## src/rtl/tl_ul_pkg.sv

```systemverilog
// Shared TileLink UL definitions: channel A/D opcodes, responder FSM states, legal-size helper.
package tl_ul_pkg;

  // Channel A opcodes
  localparam logic [2:0] OpPutFullData    = 3'd0;
  localparam logic [2:0] OpPutPartialData = 3'd1;
  localparam logic [2:0] OpGet            = 3'd4;

  // Channel D opcodes
  localparam logic [2:0] OpAccessAck      = 3'd0;
  localparam logic [2:0] OpAccessAckData  = 3'd1;

  typedef enum logic [0:0] {
    StIdle,
    StRespond
  } tl_state_e;

  // Largest a_size (log2 bytes) a single beat may carry on a bus with this many byte lanes.
  function automatic int unsigned tl_max_size(input int unsigned strb_width);
    return $clog2(strb_width);
  endfunction

  localparam int unsigned TlMaxSize64 = 3;

endpackage

```

## src/rtl/tilelink_slave_mem_array.sv

```systemverilog
// Byte-maskable word memory: synchronous masked write, combinational read, synchronous clear.
module tilelink_slave_mem_array #(
  parameter int unsigned DEPTH      = 16,
  parameter int unsigned DATA_WIDTH = 64,
  parameter int unsigned STRB_WIDTH = DATA_WIDTH / 8,
  parameter int unsigned IDX_W      = (DEPTH > 1) ? $clog2(DEPTH) : 1
) (
  input  logic                  clk,
  input  logic                  rst,
  input  logic                  we,
  input  logic [IDX_W-1:0]      addr,
  input  logic [STRB_WIDTH-1:0] wmask,
  input  logic [DATA_WIDTH-1:0] wdata,
  output logic [DATA_WIDTH-1:0] rdata
);

  logic [DATA_WIDTH-1:0] mem_q [DEPTH];

  always_ff @(posedge clk) begin
    if (rst) begin
      for (int w = 0; w < int'(DEPTH); w++) begin
        mem_q[w] <= '0;
      end
    end else if (we) begin
      for (int b = 0; b < int'(STRB_WIDTH); b++) begin
        if (wmask[b]) begin
          mem_q[addr][8*b +: 8] <= wdata[8*b +: 8];
        end
      end
    end
  end

  assign rdata = mem_q[addr];

endmodule

```

## src/rtl/tilelink_ul_slave_mem.sv

```systemverilog
// TileLink UL single-outstanding memory responder. Define TL_SLAVE_DENIED_EN to range-check
// requests and flag illegal ones with d_error; otherwise addresses alias and d_error stays 0.
module tilelink_ul_slave_mem
  import tl_ul_pkg::*;
#(
  parameter int unsigned                 TL_ADDR_WIDTH   = 64,
  parameter int unsigned                 TL_DATA_WIDTH   = 64,
  parameter int unsigned                 TL_STRB_WIDTH   = TL_DATA_WIDTH / 8,
  parameter int unsigned                 TL_SOURCE_WIDTH = 3,
  parameter int unsigned                 TL_SINK_WIDTH   = 3,
  parameter int unsigned                 TL_OPCODE_WIDTH = 3,
  parameter int unsigned                 TL_PARAM_WIDTH  = 3,
  parameter int unsigned                 TL_SIZE_WIDTH   = 8,
  parameter int unsigned                 DEPTH           = 16,
  parameter logic [TL_ADDR_WIDTH-1:0]    BASE_ADDR       = '0,
  parameter logic [TL_SINK_WIDTH-1:0]    SINK_ID         = '0
) (
  input  logic                       clk,
  input  logic                       rst,

  input  logic                       a_valid,
  output logic                       a_ready,
  input  logic [TL_OPCODE_WIDTH-1:0] a_opcode,
  input  logic [TL_PARAM_WIDTH-1:0]  a_param,
  input  logic [TL_ADDR_WIDTH-1:0]   a_address,
  input  logic [TL_SIZE_WIDTH-1:0]   a_size,
  input  logic [TL_STRB_WIDTH-1:0]   a_mask,
  input  logic [TL_DATA_WIDTH-1:0]   a_data,
  input  logic [TL_SOURCE_WIDTH-1:0] a_source,

  output logic                       d_valid,
  input  logic                       d_ready,
  output logic [TL_OPCODE_WIDTH-1:0] d_opcode,
  output logic [TL_PARAM_WIDTH-1:0]  d_param,
  output logic [TL_SIZE_WIDTH-1:0]   d_size,
  output logic [TL_SINK_WIDTH-1:0]   d_sink,
  output logic [TL_SOURCE_WIDTH-1:0] d_source,
  output logic [TL_DATA_WIDTH-1:0]   d_data,
  output logic                       d_error
);

  localparam int unsigned ByteOffW = $clog2(TL_STRB_WIDTH);
  localparam int unsigned IdxW     = (DEPTH > 1) ? $clog2(DEPTH) : 1;
  localparam int unsigned MaxSize  = tl_max_size(TL_STRB_WIDTH);

  // ---------------------------------------------------------------------------------------------
  // Request decode
  // ---------------------------------------------------------------------------------------------
  logic [IdxW-1:0] word_idx;
  logic            in_range;
  logic            is_get;
  logic            is_put;
  logic            op_ok;
  logic            size_ok;
  logic            legal;
  logic            unused_sig;

`ifdef TL_SLAVE_DENIED_EN
  localparam logic [TL_ADDR_WIDTH-1:0] RangeBytes = TL_ADDR_WIDTH'(DEPTH * TL_STRB_WIDTH);

  // Extra top bit holds the borrow, so addresses below BASE_ADDR show up as out of range.
  logic [TL_ADDR_WIDTH:0] addr_off;

  assign addr_off   = {1'b0, a_address} - {1'b0, BASE_ADDR};
  assign word_idx   = addr_off[ByteOffW +: IdxW];
  assign in_range   = !addr_off[TL_ADDR_WIDTH] && (addr_off[TL_ADDR_WIDTH-1:0] < RangeBytes);
  assign unused_sig = ^{a_param, addr_off};
`else
  // BASE_ADDR is aligned to the array size, so the low address bits already select the word.
  assign word_idx   = a_address[ByteOffW +: IdxW];
  assign in_range   = 1'b1;
  assign unused_sig = ^{a_param, a_address};
`endif

  assign is_get  = (a_opcode == TL_OPCODE_WIDTH'(OpGet));
  assign is_put  = (a_opcode == TL_OPCODE_WIDTH'(OpPutFullData)) ||
                   (a_opcode == TL_OPCODE_WIDTH'(OpPutPartialData));
  assign op_ok   = is_get || is_put;
  assign size_ok = (a_size <= TL_SIZE_WIDTH'(MaxSize));
  assign legal   = op_ok && size_ok && in_range;

  // ---------------------------------------------------------------------------------------------
  // Control FSM
  // ---------------------------------------------------------------------------------------------
  tl_state_e state_q, state_d;
  logic      load;

  always_ff @(posedge clk) begin
    if (rst) begin
      state_q <= StIdle;
    end else begin
      state_q <= state_d;
    end
  end

  always_comb begin
    state_d = state_q;
    a_ready = 1'b0;
    d_valid = 1'b0;
    load    = 1'b0;
    unique case (state_q)
      StIdle: begin
        a_ready = 1'b1;
        if (a_valid) begin
          load    = 1'b1;
          state_d = StRespond;
        end
      end
      StRespond: begin
        d_valid = 1'b1;
        if (d_ready) begin
          state_d = StIdle;
        end
      end
      default: state_d = StIdle;
    endcase
  end

  // ---------------------------------------------------------------------------------------------
  // Storage
  // ---------------------------------------------------------------------------------------------
  logic                     mem_we;
  logic [TL_DATA_WIDTH-1:0] mem_rdata;

  assign mem_we = load && legal && is_put;

  tilelink_slave_mem_array #(
    .DEPTH      (DEPTH),
    .DATA_WIDTH (TL_DATA_WIDTH),
    .STRB_WIDTH (TL_STRB_WIDTH),
    .IDX_W      (IdxW)
  ) u_mem (
    .clk   (clk),
    .rst   (rst),
    .we    (mem_we),
    .addr  (word_idx),
    .wmask (a_mask),
    .wdata (a_data),
    .rdata (mem_rdata)
  );

  // ---------------------------------------------------------------------------------------------
  // D channel response registers
  // ---------------------------------------------------------------------------------------------
  logic [TL_OPCODE_WIDTH-1:0] d_opcode_q;
  logic [TL_SIZE_WIDTH-1:0]   d_size_q;
  logic [TL_SOURCE_WIDTH-1:0] d_source_q;
  logic [TL_DATA_WIDTH-1:0]   d_data_q;

  always_ff @(posedge clk) begin
    if (rst) begin
      d_opcode_q <= '0;
      d_size_q   <= '0;
      d_source_q <= '0;
      d_data_q   <= '0;
    end else if (load) begin
      d_opcode_q <= is_get ? TL_OPCODE_WIDTH'(OpAccessAckData) : TL_OPCODE_WIDTH'(OpAccessAck);
      d_size_q   <= a_size;
      d_source_q <= a_source;
      d_data_q   <= (is_get && legal) ? mem_rdata : '0;
    end
  end

`ifdef TL_SLAVE_DENIED_EN
  logic d_error_q;

  always_ff @(posedge clk) begin
    if (rst) begin
      d_error_q <= 1'b0;
    end else if (load) begin
      d_error_q <= !legal;
    end
  end

  assign d_error = d_error_q;
`else
  assign d_error = 1'b0;
`endif

  assign d_opcode = d_opcode_q;
  assign d_param  = '0;
  assign d_size   = d_size_q;
  assign d_sink   = SINK_ID;
  assign d_source = d_source_q;
  assign d_data   = d_data_q;

endmodule
```

## config.mk

```make
export PLATFORM = sky130hd
export DESIGN_NAME = tilelink_ul_slave_mem
export DESIGN_NICKNAME = d
export VERILOG_FILES = /design/src/rtl/tl_ul_pkg.sv /design/src/rtl/tilelink_slave_mem_array.sv /design/src/rtl/tilelink_ul_slave_mem.sv
export SDC_FILE = /design/constraint.sdc
export NUM_CORES = 2
export LEC_CHECK = 0
export ABC_AREA = 1
export CAP_MARGIN = 20
export CORE_MARGIN = 10
export CORE_UTILIZATION = 46
export DETAILED_ROUTE_END_ITERATION = 8
export PLACE_DENSITY = 0.71
export SLEW_MARGIN = 0
export SYNTH_ARGS = -nofsm -noshare
export SYNTH_HDL_FRONTEND = slang
export SYNTH_HIERARCHICAL = 1
export SYNTH_SLANG_ARGS = --single-unit
```

## constraint.sdc

```tcl
create_clock -name clk -period 6.5 [get_ports clk]
set_input_delay 1.3 -clock clk [delete_from_list [all_inputs] [get_ports clk]]
set_output_delay 1.3 -clock clk [all_outputs]
set_load 0.005 [all_outputs]
```

=== Word level (Yosys, flattened, before mapping) ===
Memories as Yosys holds them, arrays and structs flattened.
Cells that the tools add are included.

* Memories kept: 1
* Bits of input ports: 157
* Register bits after elaboration: 79
* Output and inout port bits: 87
* RAM bits: 1,024

* Order comparisons: 1
* Equality and inequality tests: 2
* Reductions and logical operators: 8
* Bitwise gates (word level): 1
* Muxes and demuxes: 45

{| class="wikitable"
|+ Memories
! memory !! depth !! width !! rd ports !! clocked after Yosys merged registers in !! wr ports !! line !! source
|-
| u_mem.mem_q || 16 || 64 || 1 || 0 || 16 || tilelink_slave_mem_array.sv:17 || <nowiki>logic [DATA_WIDTH-1:0] mem_q [DEPTH];</nowiki>
|}

{| class="wikitable"
|+ Operators with widths
! cell !! number
|-
| two-way mux 64 bit || 2
|-
| OR reduction 64 bit || 1
|-
| two-way mux 1 bit || 40
|-
| <= comparator 8 x 2 -> 1 bit (second input constant) || 1
|-
| two-way mux 8 bit || 1
|-
| logical AND 1 bit || 4
|-
| two-way mux 4 bit || 1
|-
| equality test 3 x 1 -> 1 bit (second input constant) || 1
|-
| equality test 3 bit (second input constant) || 1
|-
| logical NOT 3 bit || 1
|-
| logical OR 1 bit || 2
|-
| one-hot mux 1 bit (2 select lines) || 1
|-
| inverter 1 bit || 1
|}

=== Longest topological paths before layout ===
* Depth in word-level cells: 11
* Depth in mapped cells: 13
* Mapped depth without buffers: 11

=== Cells and area by module ===
Netlist, hierarchy kept.

{| class="wikitable"
|+ By module, submodules not included
! module !! area each (um^2) !! cells each !! instances
|-
| tilelink_slave_mem_array || 48,176.2 || 5,580 || 1
|-
| tilelink_ul_slave_mem || 3,384.5 || 361 || 1
|}

=== Worst setup path before layout ===
OpenSTA, ideal clock, no wires.

* Path kind: input port to flip-flop
* Start point: input port a_size[4]
* End point: memory u_mem.mem_q[10][56] (enable)
* Setup time: 0.329 ns
* Buffers on the path: 4
* Setup slack: 3.004 ns
* Stages on the path: 11
* Arrival time: 3.167 ns
* Cells stage by stage: or2_1 nor2_2 buf_6 buf_12 and3_1 buf_2 nand2_1 nor2_2 buf_2 nand2_1 nand2_1

{| class="wikitable"
|+ RTL lines
! what !! line !! source
|-
| start: declaration || tilelink_ul_slave_mem.sv:26 || <nowiki>input logic [TL_SIZE_WIDTH-1:0] a_size,</nowiki>
|-
| end: declaration || tilelink_slave_mem_array.sv:17 ||
|}

==> flow_summary.yaml <==
run_status:
  outcome: "completed"
clock_tree:
  cts_tree: "done"
  path_clk_slew_ps: 60
  cts_hold_buf: 0
  clock_path_buffers: 3
  cts_buffers: 111
  cts-root-buf: "clkbuf_16"
  cts_setup_buffers: 0
  h-tree-depth: 3
  worstSkewPairLatency_ps: 710
  cts_sinks: 1101
  post_cts_resized: 0
global_routing:
  grt_pass1_wl_um: 209000
  grt_max_degree: 216
  grt_overflow: 0
  antenna_found_initial: 1
  grt_util_all_layers: 0.211
  grt_pass1_vias: 37100
logic_synthesis:
  synth-seq-cells: 1101
  synthTopCellsByArea: "edfxtp_1 60%, nand2_1 22%, nor2_1 7.5%, dfxtp_1 3.0%, inv_1 1.4%"
  mappedNetlistArea_um2: 51600
  yosys-top-cells-count: "3,088 x nand2_1, 1,031 x nor2_1, 1,024 x edfxtp_1"
  yosys.area.top_type: "edfxtp_1"
  netlist_instances: 5941
  syn_avg_cell_area_um2: 8.68
  ys_warn_count: 6
  synthFlopType: "edfxtp_1"
  synth_edf_count: 1024
  async_flop_share: 0
  yosysTopAreaCellShare: 0.596
  ys_types: 24
  yosysMostFrequentCell: "nand2_1"
  yosysSeqAreaShare: 0.626
critical_path:
  crit_arrival_ps: 4810
  startpoint_type: "input pin"
  critPathCaptureType: "flop"
  cpPeakStageDelay_ps: 860
  crit_chain: "clkdlybuf4s50_1, nand2_4, inv_1, and3_1, buf_4, nand2_1, nor2_2, nand2_1, nand2_1"
  worst-path-buf-inv: 3
  required_ps: 6870
  cpMaxStageDelayCell: "nor2_2"
  crit_top_cell: "nand2_1"
  critPathMaxFanout: 29
  worstSetupPathType: "input pin to flop"
  critPathTopFamily: "simple AND/OR/NAND/NOR gates"
timing:
  rsz0062_at_grt: "false"
  final_hold_viol_count: 0
  finalCritPeriodShare: 0.683
  clock_skew_ps: 25.5
  final.setup.tns_ps: 0
  drv_slew: 0
  fmax_ghz: 0.225
  layout_min_cycle_time_ps: 4440
  relSlewSlack: 0.193
  tightest_slew_ps: 1210
  setup_violations: 0
routing:
  wl_per_cell_um: 18.2
  dr.pass1.iters: 6
  drc: 0
  drt-vias-per-instance: 5.17
  routed_wl_um: 137000
  antenna_left: 0
  dr_total_vias: 38900
  dr.first_iter.drc_count: 4115
power:
  switching_share: 0.235
  clkPwrFrac: 0.403
  p_total_mw: 15.4
  power_switching_mw: 3.62
  seq_power_share: 0.522
  power.leakage_nw: 25.3
  internal_power_mw: 11.8
  power.density_nw_per_um2: 268
  ir_worst_vdd_mv: 0.205
  p_comb_frac: 0.075
floorplan:
  start_util: 0.465
  dieArea_um2: 126000
  die_y_um: 355
  num_rows: 122
  io_pins: 244
  die_width_um: 355
  core_area_um2: 111000
job:
  cap_violations: 0
worst_hold_path:
  hp-class: "flop to flop"
final_layout:
  areaGrowthSynthToFinish_pct: 11.5
  finalNetCount: 6094
  insertedDiodeCount: 0
  final-seq-area_um2: 32300
  multi_input_area_um2: 17000
  drive_gt1_frac: 0.0570
  n_fill_cell: 10000
place:
  io_buffers: 171
  hpwl_um: 83400
  gp_congestion: 0.837
## through the flow
step                      cell area [um^2]  worst slack [ps]  hold slack [ps]  utilization  instances
after floorplan                      51600              3000              460            -       5949
after global placement               53900              1470              452        0.486       7310
after detailed placement             53900              1430              455        0.486       7310
after CTS                            57500              2170              465        0.518       7522
after global routing                 57500              1880              486        0.518       7524
final                                57500              2060              463        0.518       7524
## power by group through the flow
| stage | clock [mW] | combinational [mW] | sequential [mW] |
|---|---|---|---|
| after floorplan | 0 | 0.753 | 8.16 |
| after detailed placement | 0 | 1.14 | 8.18 |
| after global placement | 0 | 1.13 | 8.17 |
| after CTS | 6.26 | 1.15 | 8.03 |
| final | 6.19 | 1.16 | 8.03 |
| after global routing | 6.54 | 1.28 | 8.05 |
## path summary, 6_finish.rpt
check	slack, ps	depth (start not counted)	from	to
worst max register to register	2800	9	state_q	u_mem/mem_q[12][57]
worst min register to register	460	2	d_source[1]	d_source[1]
worst max-delay path	2060	9	a_valid	u_mem/mem_q[12][57]
worst min-delay path	460	2	d_source[1]	d_source[1]
## per-layer routing
| layer | up-vias | GRT usage | wire length [um] |
|---|---|---|---|
| met5 | - | 0 | 13 |
| met3 | 297 | 0.0276 | 11000 |
| met4 | 2 | 0.0925 | 5730 |
| met1 | 18300 | 0.266 | 53300 |
| li1 | 18700 | - | - |
| met2 | 1644 | 0.363 | 67100 |
## cell type report
type / count / share of cell area
multi-input cells: 4321 / 0.296
inverters: 202 / 0.0135
clock inverters: 41 / 0.00681
well taps: 1488 / 0.0324
repair buffers: 200 / 0.0351
clock buffers: 171 / 0.0545
flip-flops and latches: 1101 / 0.562
## cells by family after synthesis
logic type	synth area share
buffers and inverters	0.0446
other	0.0000727
flip-flops	0.626
AO/OA/AOI/OAI	0.0110
AND/OR/NAND/NOR	0.318
## sequential cells by signal, indices dropped and copies added, names as in the netlist
register / cells
state_q: 1
d_source: 3
u_mem/mem_q: 1024
d_opcode: 1
d_data: 64
d_size: 8
## cell usage in the layout, fill, tap and decap left out, types with 8 or more instances in the layout
cell type,count
conb_1,9
nor2_4,12
clkinv_1,8
inv_1,196
clkbuf_1,48
clkinv_2,15
nand3_1,15
buf_4,23
a21oi_1,28
nor2_2,16
clkdlybuf4s50_1,168
a21oi_2,49
edfxtp_1,1024
dfxtp_1,77
clkbuf_16,112
nand3_2,49
nand2_1,3088
clkbuf_8,11
nand2_2,22
nor2_1,1029
## worst register-to-register path: stages, from the launching register on
cell     delay [ps]
dfxtp_1         320
inv_2            80
nand2_4         220
inv_1           390
and3_1          210
buf_4           300
nand2_1         120
nor2_2          860
nand2_1         440
nand2_1         430
No activity file was read; power rests on OpenSTA's default activity.
